<file path="config.mk">
export PLATFORM = sky130hd
export DESIGN_NAME = pipe_stall_ctrl
export DESIGN_NICKNAME = d
export VERILOG_FILES = /design/src/rtl/rv_pipe_pkg.sv /design/src/rtl/load_use_detect.sv /design/src/rtl/pipe_stall_ctrl.sv
export SDC_FILE = /design/constraint.sdc
export NUM_CORES = 1
export LEC_CHECK = 0
export ABC_AREA = 1
export BUFFER_PORTS_ARGS = -buffer_cell sky130_fd_sc_hd__buf_2
export CAP_MARGIN = 5
export CORE_MARGIN = 4
export CORE_UTILIZATION = 53
export CTS_CLUSTER_DIAMETER = 150
export CTS_CLUSTER_SIZE = 30
export DETAILED_ROUTE_END_ITERATION = 6
export GPL_ROUTABILITY_DRIVEN = 0
export GPL_TIMING_DRIVEN = 0
export PLACE_DENSITY = 0.76
export SYNTH_ARGS = -nofsm -noshare
export SYNTH_HDL_FRONTEND = slang
export SYNTH_SLANG_ARGS = --single-unit
</file>
<file path="constraint.sdc">
create_clock -name clk -period 2.4 [get_ports clk]
set_input_delay 0.36 -clock clk [delete_from_list [all_inputs] [get_ports clk]]
set_output_delay 0.36 -clock clk [all_outputs]
set_load 0.01 [all_outputs]
</file>
<file path="src/rtl/rv_pipe_pkg.sv">
// Shared types and constants for the RISC-V pipeline control blocks.
package rv_pipe_pkg;

  typedef enum logic [1:0] {
    RUN        = 2'd0,
    LOAD_STALL = 2'd1,
    FLUSH      = 2'd2,
    MEM_WAIT   = 2'd3
  } state_t;

  localparam int REG_W = 5;
  localparam logic [REG_W-1:0] X0 = '0;

endpackage

</file>
<file path="src/rtl/load_use_detect.sv">
// Flags an ID-stage instruction that reads the destination of a load still in EX.
module load_use_detect
  import rv_pipe_pkg::*;
(
  input  logic [REG_W-1:0] id_rs1,
  input  logic [REG_W-1:0] id_rs2,
  input  logic [REG_W-1:0] ex_rd,
  input  logic             ex_mem_read,
  output logic             load_use
);

  // x0 is hardwired to zero, so a load "into" it never creates a dependency.
  assign load_use = ex_mem_read && (ex_rd != X0) &&
                    ((ex_rd == id_rs1) || (ex_rd == id_rs2));

endmodule

</file>
<file path="src/rtl/pipe_stall_ctrl.sv">
// Pipeline register enable/flush sequencer: load-use bubbles, branch flushes and
// data-memory wait with timeout. All strobes are Mealy (same-cycle).
module pipe_stall_ctrl
  import rv_pipe_pkg::*;
#(
  parameter int LOAD_BUBBLES = 1,
  parameter int FLUSH_CYCLES = 1,
  parameter int MEM_TIMEOUT  = 255,
  parameter int CNT_W        = 8
) (
  input  logic             clk,
  input  logic             rst,
  input  logic [REG_W-1:0] id_rs1,
  input  logic [REG_W-1:0] id_rs2,
  input  logic [REG_W-1:0] ex_rd,
  input  logic             ex_mem_read,
  input  logic             ex_branch_taken,
  input  logic             mem_req,
  input  logic             mem_ready,
  output logic             pc_en,
  output logic             ifid_en,
  output logic             idex_en,
  output logic             exmem_en,
  output logic             ifid_flush,
  output logic             idex_flush,
  output logic [CNT_W-1:0] stall_cnt,
  output logic             timeout_err
);

  localparam logic [CNT_W-1:0] LB_INIT  = CNT_W'(LOAD_BUBBLES - 1);
  localparam logic [CNT_W-1:0] FC_INIT  = CNT_W'(FLUSH_CYCLES - 1);
  localparam logic [CNT_W-1:0] TMO      = CNT_W'(MEM_TIMEOUT);
  localparam logic [CNT_W-1:0] CNT_ONE  = CNT_W'(1);
  localparam logic [CNT_W-1:0] CNT_SAT  = {CNT_W{1'b1}};

  state_t           state_reg, state_next;
  state_t           ret_state_reg, ret_state_next;
  logic [CNT_W-1:0] cnt_reg, cnt_next;
  logic [CNT_W-1:0] ret_cnt_reg, ret_cnt_next;
  logic [CNT_W-1:0] stall_cnt_reg;
  logic             timeout_err_reg;
  logic             timeout_set;
  logic             load_use;
  logic             mem_wait;
  logic [3:0]       en_c;   // {pc, ifid, idex, exmem}
  logic [1:0]       fl_c;   // {ifid_flush, idex_flush}

  load_use_detect u_load_use_detect (
    .id_rs1      (id_rs1),
    .id_rs2      (id_rs2),
    .ex_rd       (ex_rd),
    .ex_mem_read (ex_mem_read),
    .load_use    (load_use)
  );

  assign mem_wait = mem_req && !mem_ready;

  always_ff @(posedge clk or posedge rst) begin
    if (rst) begin
      state_reg       <= RUN;
      ret_state_reg   <= RUN;
      cnt_reg         <= '0;
      ret_cnt_reg     <= '0;
      stall_cnt_reg   <= '0;
      timeout_err_reg <= 1'b0;
    end else begin
      state_reg       <= state_next;
      ret_state_reg   <= ret_state_next;
      cnt_reg         <= cnt_next;
      ret_cnt_reg     <= ret_cnt_next;
      timeout_err_reg <= timeout_err_reg | timeout_set;
      if (!pc_en && (stall_cnt_reg != CNT_SAT))
        stall_cnt_reg <= stall_cnt_reg + CNT_ONE;
    end
  end

  always_comb begin
    state_next     = state_reg;
    ret_state_next = ret_state_reg;
    cnt_next       = cnt_reg;
    ret_cnt_next   = ret_cnt_reg;
    timeout_set    = 1'b0;
    en_c           = 4'b1111;
    fl_c           = 2'b00;
    case (state_reg)
      MEM_WAIT: begin
        en_c = 4'b0000;
        if (mem_ready) begin
          // A bubble/flush run whose count already expired has nothing left to do.
          if ((ret_state_reg != RUN) && (ret_cnt_reg == '0))
            state_next = RUN;
          else
            state_next = ret_state_reg;
          cnt_next = ret_cnt_reg;
        end else if (cnt_reg == TMO) begin
          timeout_set = 1'b1;
          state_next  = RUN;
          cnt_next    = '0;
        end else begin
          cnt_next = cnt_reg + CNT_ONE;
        end
      end
      default: begin
        if (mem_wait) begin
          en_c           = 4'b0000;
          ret_state_next = state_reg;
          ret_cnt_next   = cnt_reg;
          state_next     = MEM_WAIT;
          cnt_next       = CNT_ONE;
        end else if (ex_branch_taken) begin
          fl_c       = 2'b11;
          state_next = (FLUSH_CYCLES > 1) ? FLUSH : RUN;
          cnt_next   = (FLUSH_CYCLES > 1) ? FC_INIT : '0;
        end else if (state_reg == LOAD_STALL) begin
          en_c       = 4'b0011;
          fl_c       = 2'b01;
          state_next = (cnt_reg <= CNT_ONE) ? RUN : LOAD_STALL;
          cnt_next   = (cnt_reg <= CNT_ONE) ? '0 : cnt_reg - CNT_ONE;
        end else if (state_reg == FLUSH) begin
          fl_c       = 2'b10;
          state_next = (cnt_reg <= CNT_ONE) ? RUN : FLUSH;
          cnt_next   = (cnt_reg <= CNT_ONE) ? '0 : cnt_reg - CNT_ONE;
        end else if (load_use) begin
          en_c       = 4'b0011;
          fl_c       = 2'b01;
          state_next = (LOAD_BUBBLES > 1) ? LOAD_STALL : RUN;
          cnt_next   = (LOAD_BUBBLES > 1) ? LB_INIT : '0;
        end
      end
    endcase
  end

  // Everything is held low while reset is asserted, independent of the clock.
  assign pc_en       = en_c[3] & ~rst;
  assign ifid_en     = en_c[2] & ~rst;
  assign idex_en     = en_c[1] & ~rst;
  assign exmem_en    = en_c[0] & ~rst;
  assign ifid_flush  = fl_c[1] & ~rst;
  assign idex_flush  = fl_c[0] & ~rst;
  assign stall_cnt   = stall_cnt_reg;
  assign timeout_err = timeout_err_reg;

endmodule
</file>
==> results of run 1 <==
[synthesized netlist by cell type, types with 2 or more instances]
cell type   n  area share
nand3_1    11       0.027
nor2_1     31       0.057
nor3_1      5       0.012
o21ai_0    16       0.039
inv_1      38       0.070
buf_4       2      0.0074
o211ai_1    7       0.026
nand2_1    83        0.15
a31oi_1     3      0.0092
inv_2       4      0.0074
nand3_4     2       0.017
nand4_1    13       0.040
ha_1        4       0.025
o22ai_1     4       0.012
buf_2       3      0.0074
xnor2_1     7       0.030
a21oi_1     4      0.0098
dfrtp_1    29        0.36
xor2_1      9       0.039
[layout make-up]
| class | instances | area, µm² | area share |
|---|---|---|---|
| multi-input combinational | 209 | 1121 | 0.4698 |
| tap | 48 | 60.06 | 0.02517 |
| buffer | 7 | 45.04 | 0.01888 |
| clock inverter | 1 | 5.005 | 0.002098 |
| sequential | 29 | 725.7 | 0.3041 |
| inverter | 42 | 157.7 | 0.06607 |
| timing repair buffer | 35 | 175.2 | 0.07341 |
| clock buffer | 7 | 96.34 | 0.04038 |
[kinds of logic (layout without fill, tap and decap cells)]
| logic type | Yosys count | after routing |
|---|---|---|
| and+or+nand+nor | 149 | 149 |
| xor gates and xnor gates | 16 | 16 |
| AOI/OAI and AO/OA | 40 | 40 |
| buffers and inverters | 49 | 92 |
| adders and majority gates | 4 | 4 |
| DFF | 29 | 29 |
[power breakdown]
part / internal, mW / switching [mW]
clock: 0.259 / 0.194
sequential: 0.664 / 0.190
combinational: 0.447 / 0.712
total: 1.37 / 1.10
[stage by stage]
stage | util | hold WS, ns | std cells | total power [mW]
6_report | 0.6469 | 0.4039 | 378 | 2.465
5_1_grt | 0.6469 | 0.4209 | 378 | 2.692
4_1_cts | 0.6448 | 0.4186 | 378 | 2.465
3_5_place_dp | 0.6174 | 0.4571 | 370 | 1.999
3_3_place_gp | 0.6174 | 0.4561 | 370 | 1.960
2_1_floorplan | - | 0.4381 | 287 | 1.667
[final timing paths]
kind | slack [ns] | end | start
worst max-delay path | 0.19 | pc_en | state_reg[0]
worst min-delay path | 0.40 | stall_cnt[1] | rst
worst max register to register | 0.30 | cnt_reg[1] | cnt_reg[0]
worst min register to register | 0.47 | timeout_err | timeout_err
max in group asynchronous | 1.32 | cnt_reg[5] | rst
min in group clk | 0.42 | ret_state_reg[1] | mem_req
[what timing repair did]
| action | CTS | global route |
|---|---|---|
| resized for setup | 0 | 2 |
| endpoints found under the setup margin | 0 | 2 |
| setup buffers | 0 | 0 |
| hold endpoints to repair | 0 | 0 |
[routing by layer]
metal,wire length [µm],track usage
met1,2164,0.2662
met2,2283,0.3400
met3,307,0.06043
met4,115,0.09149
met5,0,0
==> results.ini, run 1 <==
[route]
via_per_inst=5.291
drt_iter0_markers=101
wl_um=4871
firstDrtPassIters=4
ant_nets=0
drc=0
vias=2000
wl_per_cell_um=12.89

[yosys]
synth_seq_area_share=0.3554
synthCells=287
synthesis.nets=312
synth-edff-count=0
synth_top_family_by_area=simple AND/OR/NAND/NOR gates
synthMuxAreaShare=0
synth_simple_gate_area_frac=0.3315
avgSynthCellArea_um2=7.115
synth_xor_area_frac=0.06863
netlist_area_mm2=0.002042
dominantRegCellSynth=dfrtp_1
synth-compound-area-share=0.1207
yosys_warnings=0
yosys_register_bits=29
async_flop_share=1.000
ys_types=31
synth_fa_ha_area_frac=0.02451

[sta]
period_minus_slack_ns=2.207
grt_setup_unrepaired=false
slew_headroom=0.2587
fin_crit_sh=0.9195
fin_setup_tns_ns=0
finalClockSkew_ns=0.006885
finalMaxSlewViolations=0
fmax_ghz=0.4532
fin_ws_ns=0.1933
hold_viol_final=0
tightest_slew_ns=1.111
setup_viol=0

[clock_tree]
clock_latency_ns=0.28
htreeDepth=2
clockBufferDepth=2
root_buffer=clkbuf_8
cts_tree=built
cts_sinks=29
holdBufCountCts=0
numCtsBuffers=5
clk_pin_slew_ns=0.07

[placed_design]
dp_slack_ns=0.3303
dp_hpwl_um=3679
port_buffers=35
dpl_cell_area_mm2=0.002277

[grt]
grt_max_degree=30
grt_pass1_vias=1906
grt-ovfl-total=0
grt_pass1_wl_um=8349
grt_antenna_before_repair=0
grtUsageTotal=0.2123

[setup_path]
cpMostUsedCell=inv_2
end_kind=primary output
start_kind=flop
crit_family=buffers and inverters
path_cells=nand2_4, inv_2, nor2_4, inv_2, nor2_8, o21ai_2, buf_6, nand2_1, buf_4, buf_2
slowest_stage=dfrtp_1
critPathBufInv=5
cp.arrival_ns=1.85
cpPeakStageDelay_ns=0.43
ff2ff_path_depth=5
crit_required_ns=2.04
critical_path_class=flop to primary output
path_depth=10
crit_path_max_fanout=10

[die]
die_x_um=70.07
start_util=0.5536
core_area_mm2=0.003689
ios=36
die_h_um=70.07
dieArea_mm2=0.004910
rows=22

[layout]
drive_above_1_share=0.1879
antenna_cells=0
fill_cells=360
finalInstanceArea_mm2=0.002386
fin_nets=354
most-common-layout-cells=nand2_1 (82), inv_1 (38), buf_2 (38)
syn2layout_area_growth_pct=16.85
layout_commonest_cell=nand2_1

[outcome]
outcome=finished, final reports clean

[min_path]
hp-class=primary input to asynchronous set/reset pin

[power]
p_leak_nw=1.272
vdd_drop_max_uv=503.6
power.density_mw_per_mm2=1033

[flow_run]
maxCapViolCount=0

Note: power is estimated with default switching activity, not from simulation.
==> run 2: changes to the inputs <==
==> constraint.sdc (replaced) <==
create_clock -name clk -period 2.4 [get_ports clk]
set_input_delay 0.48 -clock clk [delete_from_list [all_inputs] [get_ports clk]]
set_output_delay 0.48 -clock clk [all_outputs]
set_load 0.01 [all_outputs]
==> results.ini, run 2 (same netlist as run 1, synthesis figures left out) <==
[outcome]
outcome=finished, final reports clean

[sta]
hold_viol_final=0  ; unchanged
fmax_ghz=0.4375  ; -3.5%
setup_viol=0  ; unchanged
finalMaxSlewViolations=0  ; unchanged
finalClockSkew_ns=0.007991  ; +0.001106 ns
slew_headroom=0.2407  ; -0.01801
fin_crit_sh=0.9524  ; +0.03291
hold_slack_ns=0.4662  ; +0.06221 ns
period_minus_slack_ns=2.286  ; +0.07899 ns
tightest_slew_ns=1.138  ; +0.02698 ns
fin_setup_tns_ns=0  ; unchanged

[grt]
grtUsageTotal=0.2123  ; unchanged
grt_pass1_wl_um=8349  ; unchanged
grt_antenna_before_repair=0  ; unchanged
grt_pass1_vias=1902  ; -0.21%
grt-ovfl-total=0  ; unchanged
grt_max_degree=30  ; unchanged

[power]
vdd_drop_max_uv=495.5  ; -1.6%
p_leak_nw=1.295  ; +1.8%
power.density_mw_per_mm2=1041  ; +0.78%

[clock_tree]
clock_latency_ns=0.28  ; about the same
clk_pin_slew_ns=0.06  ; about the same
cts_sinks=29  ; unchanged
cts_tree=built
htreeDepth=2  ; unchanged
numCtsBuffers=5  ; unchanged
clockBufferDepth=2  ; unchanged
root_buffer=clkbuf_8
holdBufCountCts=0  ; unchanged

[die]
rows=22  ; unchanged
start_util=0.5536  ; unchanged
dieArea_mm2=0.004910  ; unchanged
ios=36  ; unchanged
core_area_mm2=0.003689  ; unchanged
die_x_um=70.07  ; unchanged
die_h_um=70.07  ; unchanged

[route]
wl_um=5047  ; +3.6%
drt_iter0_markers=151  ; +50%
wl_per_cell_um=13.18  ; +2.3%
vias=2023  ; +1.2%
ant_nets=0  ; unchanged
firstDrtPassIters=4  ; unchanged
via_per_inst=5.282  ; -0.17%
drc=0  ; unchanged

[setup_path]
critical_path_class=primary input to primary output
crit_path_max_fanout=10  ; unchanged
cp.arrival_ns=1.81  ; -0.04 ns
crit_required_ns=1.92  ; -0.12 ns
end_kind=primary output
start_kind=primary input

[layout]
drive_above_1_share=0.2030  ; +0.01511
antenna_cells=0  ; unchanged
most-common-layout-cells=nand2_1 (82), inv_1 (38), buf_2 (37)
utilization=0.6615  ; +0.01459
syn2layout_area_growth_pct=19.49
fill_cells=348  ; -3.3%
layout_commonest_cell=nand2_1
fin_nets=359  ; +1.4%

[placed_design]
port_buffers=35  ; unchanged
dp_hpwl_um=3679  ; unchanged

[min_path]
hp-class=flop to flop

[flow_run]
maxCapViolCount=0  ; unchanged

run 2: per-layer routing:
| metal | up-vias | track usage | routed length (µm) |
|---|---|---|---|
| met2 | 63 | 0.3400 | 2370 |
| met4 | 0 | 0.09149 | 136 |
| met3 | 10 | 0.06043 | 292 |
| met1 | 929 | 0.2662 | 2248 |
| met5 | - | 0 | 0 |
| li1 | 1021 | - | - |
run 2: layout make-up:
type / instances / area [µm²] / share of cell area
Multi-Input combinational cell: 209 / 1129 / 0.4626
Inverter: 42 / 162.7 / 0.06667
Timing Repair Buffer: 40 / 215.2 / 0.08820
Clock inverter: 1 / 5.005 / 0.002051
Buffer: 7 / 45.04 / 0.01846
Tap cell: 48 / 60.06 / 0.02462
Clock buffer: 7 / 96.34 / 0.03949
Sequential cell: 29 / 726.9 / 0.2979
run 2: repair_timing:
item / CTS / global route
gates resized for setup: 1 / 6
endpoints found under the setup margin: 1 / 2
endpoints found under the hold margin: 0 / 0
pin swaps: 0 / 3
cloned: 0 / 0
buffers inserted: 0 / 5
run 2: through the flow:
step	setup slack, ns	cell area [µm²]	instances	power (mW)
2_1_floorplan	0.4492	2042	287	1.667
3_3_place_gp	0.1474	2277	370	1.960
3_5_place_dp	0.09031	2277	370	1.999
4_1_cts	0.02213	2381	378	2.469
5_1_grt	-0.005234	2440	383	2.769
6_report	0.1143	2440	383	2.540
run 2: critical path: stages:
cell and delay, ns:
clkbuf_4 0.17, inv_2 0.11, nand2_4 0.11, inv_2 0.05, nor2_4 0.12, inv_4 0.07, nor2_8 0.15, o21ai_4 0.09
buf_6 0.15, nand2_1 0.08, buf_4 0.11, buf_2 0.11
run 2: report_power, final:
part	leakage (nW)	total, mW	internal, mW	switching [mW]
registers	0.384	0.861	0.665	0.196
clock network	0.0542	0.452	0.259	0.193
logic	0.857	1.23	0.489	0.739
run 2: path summary, 6_finish.rpt:
check / cells past startpoint / end / slack [ns] / startpoint
max reg2reg: 5 / cnt_reg[1] / 0.30 / cnt_reg[0]
min: 1 / timeout_err / 0.47 / timeout_err
min in group asynchronous: 2 / state_reg[1] / 0.53 / rst
min reg2reg: 1 / timeout_err / 0.47 / timeout_err
max in group asynchronous: 2 / state_reg[0] / 1.11 / rst
max: 12 / pc_en / 0.11 / mem_ready
